$ cat src/rtl/mdu_ctrl_pkg.sv
`default_nettype none
// ============================================================================
//  Module      : mdu_ctrl_pkg
//  Description : Shared MD opcode encoding and MDU controller FSM states.
//  Revision    : 1.0 - initial release
// ============================================================================
package mdu_ctrl_pkg;

    // MD opcode encoding shared by decode, the controller and the HI/LO unit
    localparam logic [3:0] MD_NONE  = 4'd0;
    localparam logic [3:0] MD_DIV   = 4'd1;
    localparam logic [3:0] MD_DIVU  = 4'd2;
    localparam logic [3:0] MD_MULT  = 4'd3;
    localparam logic [3:0] MD_MULTU = 4'd4;
    localparam logic [3:0] MD_MFHI  = 4'd5;
    localparam logic [3:0] MD_MFLO  = 4'd6;
    localparam logic [3:0] MD_MTHI  = 4'd7;
    localparam logic [3:0] MD_MTLO  = 4'd8;
    localparam logic [3:0] MD_MSUB  = 4'd9;
    localparam logic [3:0] MD_LAST  = MD_MSUB;

    // Controller FSM encoding
    localparam logic [0:0] ST_IDLE = 1'b0;
    localparam logic [0:0] ST_CALC = 1'b1;

    // True for the multi-cycle ops that occupy the HI/LO unit
    function automatic logic is_multicycle(input logic [3:0] md_type);
        logic hit;
        case (md_type)
            MD_MULT, MD_MULTU, MD_DIV, MD_DIVU, MD_MSUB: hit = 1'b1;
            default:                                     hit = 1'b0;
        endcase
        return hit;
    endfunction

endpackage : mdu_ctrl_pkg
`default_nettype wire

$ cat src/rtl/mdu_ctrl.sv
`default_nettype none
// ============================================================================
//  Module      : mdu_ctrl
//  Description : Multiply/divide issue controller. Tracks the busy period of
//                the HI/LO unit, stalls dependent MD ops, muxes mfhi/mflo
//                read data and keeps busy/issue performance counters.
//  Revision    : 1.0 - initial release
// ============================================================================
module mdu_ctrl
    import mdu_ctrl_pkg::*;
#(
    parameter int MUL_CYC = 5,
    parameter int DIV_CYC = 10
) (
    input  logic        clk,
    input  logic        reset,
    input  logic        d_md_use,
    input  logic        e_valid,
    input  logic [3:0]  e_md_type,
    input  logic [31:0] e_rs,
    input  logic [31:0] e_rt,
    output logic [3:0]  mdu_type,
    output logic [31:0] mdu_a,
    output logic [31:0] mdu_b,
    input  logic [31:0] hi_in,
    input  logic [31:0] lo_in,
    output logic [31:0] md_rdata,
    output logic        stall,
    output logic [31:0] busy_cnt,
    output logic [31:0] op_cnt,
    output logic        illegal_op
);

    localparam int MAX_CYC = (MUL_CYC > DIV_CYC) ? MUL_CYC : DIV_CYC;
    localparam int CNT_W   = $clog2(MAX_CYC + 1);

    // Busy period length for an issued op; divides are the long ones
    function automatic logic [CNT_W-1:0] op_latency(input logic [3:0] md_type);
        logic [CNT_W-1:0] lat;
        if (md_type == MD_DIV || md_type == MD_DIVU) begin
            lat = CNT_W'(DIV_CYC);
        end else begin
            lat = CNT_W'(MUL_CYC);
        end
        return lat;
    endfunction

    logic [0:0]       r_state;
    logic [CNT_W-1:0] r_cnt;
    logic [31:0]      r_busy_cnt;
    logic [31:0]      r_op_cnt;
    logic             r_illegal;
    logic             w_idle;
    logic             w_issue;

    assign w_idle  = (r_state == ST_IDLE);
    assign w_issue = w_idle & e_valid & is_multicycle(e_md_type);

    // Dependent MD ops in D wait until the unit has produced its result
    assign stall = d_md_use & (w_issue | (r_state == ST_CALC));

    // Drive the HI/LO unit only from a live E-stage op while the unit is free
    always_comb begin
        mdu_type = MD_NONE;
        mdu_a    = 32'd0;
        mdu_b    = 32'd0;
        if (e_valid && w_idle) begin
            mdu_type = e_md_type;
            mdu_a    = e_rs;
            mdu_b    = e_rt;
        end
    end

    // mfhi/mflo read mux for E-stage writeback
    always_comb begin
        md_rdata = 32'd0;
        if (e_md_type == MD_MFHI) begin
            md_rdata = hi_in;
        end else if (e_md_type == MD_MFLO) begin
            md_rdata = lo_in;
        end
    end

    // FSM and busy down-counter; flushes during CALC do not abort the op
    always_ff @(posedge clk) begin
        if (reset) begin
            r_state <= ST_IDLE;
            r_cnt   <= '0;
        end else begin
            case (r_state)
                ST_IDLE: begin
                    if (w_issue) begin
                        r_state <= ST_CALC;
                        r_cnt   <= op_latency(e_md_type);
                    end
                end
                ST_CALC: begin
                    r_cnt <= r_cnt - CNT_W'(1);
                    if (r_cnt == CNT_W'(1)) begin
                        r_state <= ST_IDLE;
                    end
                end
                default: begin
                    r_state <= ST_IDLE;
                    r_cnt   <= '0;
                end
            endcase
        end
    end

    // Performance counters, free-running with natural 32-bit wrap
    always_ff @(posedge clk) begin
        if (reset) begin
            r_busy_cnt <= 32'd0;
            r_op_cnt   <= 32'd0;
        end else begin
            if (r_state == ST_CALC) begin
                r_busy_cnt <= r_busy_cnt + 32'd1;
            end
            if (w_issue) begin
                r_op_cnt <= r_op_cnt + 32'd1;
            end
        end
    end

    // Sticky unsupported-opcode flag, cleared only by reset
    always_ff @(posedge clk) begin
        if (reset) begin
            r_illegal <= 1'b0;
        end else if (e_valid && (e_md_type > MD_LAST)) begin
            r_illegal <= 1'b1;
        end
    end

    assign busy_cnt   = r_busy_cnt;
    assign op_cnt     = r_op_cnt;
    assign illegal_op = r_illegal;

endmodule : mdu_ctrl
`default_nettype wire

$ cat config.mk
export PLATFORM = sky130hd
export DESIGN_NAME = mdu_ctrl
export DESIGN_NICKNAME = d
export VERILOG_FILES = /design/src/rtl/mdu_ctrl_pkg.sv /design/src/rtl/mdu_ctrl.sv
export SDC_FILE = /design/constraint.sdc
export NUM_CORES = 1
export LEC_CHECK = 0
export CAP_MARGIN = 40
export CORE_MARGIN = 1.5
export CORE_UTILIZATION = 31
export CTS_CLUSTER_DIAMETER = 150
export DETAILED_ROUTE_END_ITERATION = 16
export GPL_ROUTABILITY_DRIVEN = 0
export PLACE_DENSITY = 0.75
export SYNTH_ARGS = -nofsm -noshare
export SYNTH_HDL_FRONTEND = slang
export SYNTH_SLANG_ARGS = --single-unit
$ cat constraint.sdc
create_clock -name clk -period 2.01 [get_ports clk]
set_input_delay 0.201 -clock clk [delete_from_list [all_inputs] [get_ports clk]]
set_output_delay 0.201 -clock clk [all_outputs]
set_load 0.005 [all_outputs]
# == Word-level counts from Yosys, hierarchy flattened ==
# Index checks and enable logic that the tools add are counted.
# op_classes
mux,12
addsub,3
bitwise,5
n_eq_ne,9
n_reduce_logical,4
div_mod_pow,0
n_lt_le_gt_ge,1
shift,0
mul,0
# ops
cell,count
$mux 32,4
$add 32x1->32 const B,2
$eq 4x3->1 const B,3
$mux 4,3
$eq 4x1->1 const B,2
$eq 4x2->1 const B,2
$pmux 4 s2,1
$reduce_or 5->1,1
$eq 4x4->1 const B,1
$gt 4x4->1 const B,1
$sub 4x1->4 const B,1
$and 1x1->1,3
$mux 1,3
$logic_and 1x1->1,2
$ne 2x1->1 const B,1
$pmux 1 s2,1
$logic_or 1x1->1,1
$not 1->1,1
$or 1x1->1,1
# totals
in_bits,136
ff_bits,70
mem_bits_ro,0
ram_bits,0
memories,0
latchBits,0
out_inout_bits,166

# == Logic depth before layout (Yosys ltp) ==
# Gate-level depths: netlist of the first run.
# depth
word_depth,6
ltp_mapped,7
mapped_depth_nobuf,6

# == Worst setup path before layout of the first run ==
# OpenSTA, ideal clock, no wires.
# synth_path
kind,in2reg
start,in e_md_type[1]
end,reg r_op_cnt[29] (netlist: op_cnt[29])
n_path_buf,2
cell_stages,7
setup_slack_ns,0.048
arrival_time_ns,1.892
path_cell_list,buf_4 nor4b_4 o31ai_2 or3_1 buf_6 or4_1 a21oi_1
# synth_via
elab_chain_cells,4
word_cells_on_any_way,8
cone_classes,5 x eq/ne; 1 x mux; 1 x bitwise; 1 x reduce/logical
# synth_rtl
item,line,text
start: declaration,mdu_ctrl.sv:19,"input logic [3:0] e_md_type,"
$eq 4x1->1 (tied with other cells),mdu_ctrl_pkg.sv:29,case (md_type)
$reduce_or 5->1 (*),mdu_ctrl_pkg.sv:29,
$mux 1 (*),mdu_ctrl_pkg.sv:29,
$and 1x1->1 (*),mdu_ctrl.sv:57,assign w_issue = w_idle & e_valid & is_multicycle(e_md_type);
end signal: assignment,mdu_ctrl.sv:121,r_op_cnt <= r_op_cnt + 32'd1;
end: declaration,mdu_ctrl.sv:51,logic [31:0] r_op_cnt;
# Every way passes the cells marked *; elsewhere a longest branch is shown, timed or not.
# A chain may end at the register's enable or synchronous reset.

# == Final worst setup path of the first run ==
# layout_path
start,reg r_state
end,out mdu_b[8]
# layout_via
elab_chain_cells,3
# layout_rtl
item,line,text
start: declaration,mdu_ctrl.sv:48,logic [0:0] r_state;
start signal: assignment,mdu_ctrl.sv:87,r_state <= ST_IDLE;
start signal: assignment,mdu_ctrl.sv:93,r_state <= ST_CALC;
start signal: assignment,mdu_ctrl.sv:100,r_state <= ST_IDLE;
$not 1->1,--,
$logic_and 1x1->1,mdu_ctrl.sv:67,if (e_valid && w_idle) begin
$mux 32,mdu_ctrl.sv:67,
end: declaration,mdu_ctrl.sv:24,"output logic [31:0] mdu_b,"
# No other way between the ends.

==> run summary, run 1 <==
The fraction of synthesized cell area taken by the top area cell type came out at roughly a third. STA puts the critical path data required time at ~1.8 ns. The via count of the first global-routing pass came out at around 5000. The share of post-route cells with drive strength above 1 is roughly 15%.

The final number of setup-violating endpoints is 0. The commonest non-fill, non-tap cell in the layout is clkdlybuf4s50_1. The start-to-end type of the worst setup path is reg2out. TritonCTS built the clock tree.

The number of cells on the worst reg-to-reg path is 7. The summed instance area of the synthesized netlist came out at roughly 4100 µm². The number of warnings reported in the yosys synthesis log came out at 0. The post-detailed-route count of antenna-violating nets came out at 0. The highest fanout seen on the critical path came out at 20. The number of placed instances with taps included is roughly 1000. Input and output buffers added on the ports amount to ~300. The final setup TNS came out at 0 ns. In this run the most critical hold path is launched from reset. The setup check on the worst reg-to-reg path leaves a slack of approximately 0.10 ns. The insertion delay to the later sink of the worst-skew pair came out at ~0.33 ns. The mean routed wirelength per cell is about 17 µm.

The critical path arrival is around 1.8 ns. Using the TritonRoute via totals, the vias-per-cell ratio works out to 5.04. After detailed routing, the number of remaining DRC violations is 0.

Counting along the longest clock path gives a buffer depth of 2. The detailed-route via count is 5243. After Yosys synthesis, full adders, half adders and majority gates account for between 1 and 1.5% of the synthesized area. The hold-critical path endpoint is op_cnt[31]. Clock-pin slew was measured on the worst setup and hold paths at roughly 0.050 ns. After Yosys synthesis, XOR and XNOR cells account for between 7 and 8% of the synthesized area.

For this design the ratio of total power to cell area is around 460 nW/µm². Summing the sequential cell areas from Yosys gives 34.3% of the chip area. The number of antenna repair diodes came out at 0. The worst hold path class is in2reg. The total number of placement rows is a little over 40.

The peak clock frequency supported by timing came out at between 0.4 and 0.5 GHz. The number of hold-slack violations in the final timing report was 0. The first global-routing pass estimated 27100 µm of wire. The count of pins on the block boundary came out at between 300 and 400. The post-synthesis register bit count came out at 70. Global routing used between 20 and 25% of the available tracks.

Across the VDD grid, the largest voltage drop is ~0.00043 V. After synthesis, the largest family of logic cells by area is simple AND/OR/NAND/NOR gates. The tree built by TritonCTS fans out to 70 sinks. The detailed router finished its first iteration with 370 violations.

STA classifies the critical path startpoint as a flip-flop. The vertical die dimension is about 120 µm. The max-slew violation total from the final report was 0.

The total routed wirelength came out at between 15000 and 20000 µm. Global routing finished with a remaining overflow of 0. Hold repair after CTS inserted 0 buffers.

The share of synthesized registers carrying an async set or reset is 0%. The basic-gate share of the synthesized area counting and, or, nand and nor cells is between 30% and 40%. After routing the design area is 8180 µm².

The area growth from synthesis to layout came out at 100%. Setup repair after global routing could not meet its margin everywhere. Along the worst hold path, the cell count comes to 3. The max-capacitance violation count is 0. The gate count after technology mapping is 514. Synthesis produced a netlist with a net count of about 650. For this run, the detailed router's first-pass iteration total came to 5. From left edge to right edge, the die measures between 100 and 150 µm. After synthesis, the share of cell area in mux cells is 0.245%. The count of cell types in the netlist came out at 42. The instance area after placement came out at approximately 7600 µm².

The actual slew at the worst max-slew pin is 0.443 ns. The worst slew slack as a fraction of its limit is 70.2%. The largest total area in the synthesized netlist belongs to dfxtp_1. For this design the static power due to leakage is about 3.3 nW. The final critical delay including setup and external delays came out at 2.00 ns. The root buffer cell chosen for the clock tree is clkbuf_16. The endpoint identified for the worst register-to-register timing path is op_cnt[28]. The most used flip-flop cell after synthesis is dfxtp_1.

STA classifies the critical path endpoint as a primary output. The initial antenna violation count is 0. The share of the clock period used by the worst path came out at 99.5%. The library cells used most frequently in the layout, excluding fill and tap cells, are clkdlybuf4s50_1, dfxtp_1, and2_1, buf_4, nor2_1. The die covers roughly 14000 µm². The area of the core is around 13000 µm². For this configuration, the core starts out at a cell density of between 30% and 40%. Entering global routing, the biggest net connects 42 pins. The mean post-synth cell area came out at between 7 and 8 µm². The number of buffers inserted during clock tree synthesis came out at 9. The area fraction in compound gates after synthesis came out at between 10% and 20%. The run finished with clean final reports. The number of nets in the finished design came out at 1005.

By area the synthesized netlist is led by dfxtp_1, and2_1, a22o_1, xnor2_1, nor2_1. After the flow finishes, the layout carries non-filler instances totaling roughly 1000. In this run, synthesis inferred 0 flip-flops with an integrated enable. The H-tree was split into 3 levels.

The post-layout utilization of the core is around 64%. The clock skew came out at around 0.0054 ns. The half-perimeter wire length of the detailed placement result came out at around 14000 µm.

The startpoint identified for the worst register-to-register timing path is r_state.
how the worst max path moves through the flow:
| stage | start | depth (start not counted) | to |
|---|---|---|---|
| 2_1_floorplan | e_md_type[1] | 7 | op_cnt[29] |
| 3_3_place_gp | e_md_type[2] | 6 | op_cnt[28] |
| 3_5_place_dp | e_md_type[2] | 6 | op_cnt[29] |
| 4_1_cts | r_state | 5 | busy_cnt[31] |
| 5_1_grt | r_state | 5 | mdu_b[8] |
| 6_report | r_state | 5 | mdu_b[8] |
worst max-delay path: stages, from the launching register on:
cell and delay [ns]:
dfxtp_2 0.35, nor2b_4 0.15, buf_12 0.13, clkbuf_16 0.16
and2_1 0.14, clkdlybuf4s50_1 0.53
cells in the mapped netlist (2+ instances only):
| master | number |
|---|---|
| a21oi_1 | 30 |
| a22o_1 | 32 |
| a31oi_1 | 3 |
| and2_1 | 73 |
| and3_1 | 5 |
| and4_1 | 10 |
| clkbuf_1 | 28 |
| dfxtp_1 | 70 |
| ha_1 | 4 |
| inv_1 | 13 |
| nand2_1 | 31 |
| nand3_1 | 20 |
| nand4_1 | 16 |
| nor2_1 | 42 |
| nor2b_1 | 2 |
| nor3_1 | 16 |
| nor3b_2 | 2 |
| nor4_1 | 9 |
| o21ai_0 | 22 |
| o31ai_1 | 3 |
| or3_1 | 24 |
| or4_1 | 4 |
| xnor2_1 | 25 |
| xor2_1 | 12 |
per-layer routing:
layer / GRT usage [%] / vias to the layer above / share of wire, %
li1: - / 2523 / -
met4: 9.53 / 0 / 3.0
met3: 5.57 / 37 / 7.3
met1: 29.3 / 2479 / 39
met5: 0 / - / 0
met2: 42.7 / 204 / 50
registers in the layout (all words and copies together), names as in the netlist:
name        count
busy_cnt       32
op_cnt         32
r_cnt           4
illegal_op      1
r_state         1
what timing repair did:
item                       in CTS  in global routing
setup endpoints to repair      85                 75
resized for setup             117                 26
setup buffers                  17                  3
pin swaps                       3                  4
cloned                          3                  1
logic make-up (layout without fill, tap and decap cells):
group | count (synthesis) | in the layout
simple gates | 258 | 258
compound gates | 100 | 100
flops | 70 | 70
buf+inv | 44 | 399
xor+xnor | 37 | 37
fa+ha+maj | 4 | 4
mux | 1 | 1
where the power goes:
group          switching [mW]  total, mW  leakage, nW  internal [mW]
clock network           0.558       1.45        0.133          0.894
registers              0.0166       1.42        0.565           1.41
logic                   0.294      0.864         2.56          0.570
final cells by class:
cell class              count  area, µm²
inverters                  13       48.8
multi-input cells         400       2590
repair buffers            371       3660
clock buffers              14        264
well taps                 172        215
clock inverters             1       5.00
flip-flops and latches     70       1400
fillers                  1134       4540
per-stage QoR:
stage	hold WS [ns]	power, mW	worst slack [ns]
after CTS	0.248	3.75	0.0155
after detailed placement	0.445	2.27	-0.507
after global placement	0.439	2.26	-0.492
after floorplan	0.373	1.67	0.0476
after global routing	0.265	3.88	-0.0617
final	0.250	3.74	0.00980
No activity file was read; power rests on OpenSTA's default activity.
==> run 2: changes to the inputs <==
--- a/config.mk
+++ b/config.mk
@@ -9,6 +9,7 @@
 export CORE_MARGIN = 1.5
 export CORE_UTILIZATION = 31
 export CTS_CLUSTER_DIAMETER = 150
+export CTS_CLUSTER_SIZE = 10
 export DETAILED_ROUTE_END_ITERATION = 16
 export GPL_ROUTABILITY_DRIVEN = 0
 export PLACE_DENSITY = 0.75
==> results of run 2 <==
The final DEF is identical to that of run 1; final timing and power are the same.
==> run 3: changes to the inputs <==
--- a/config.mk
+++ b/config.mk
@@ -13,6 +13,7 @@
 export DETAILED_ROUTE_END_ITERATION = 16
 export GPL_ROUTABILITY_DRIVEN = 0
 export PLACE_DENSITY = 0.75
+export SLEW_MARGIN = 10
 export SYNTH_ARGS = -nofsm -noshare
 export SYNTH_HDL_FRONTEND = slang
 export SYNTH_SLANG_ARGS = --single-unit
==> results of run 3 <==
The final DEF is identical to that of run 1; final timing and power are the same.
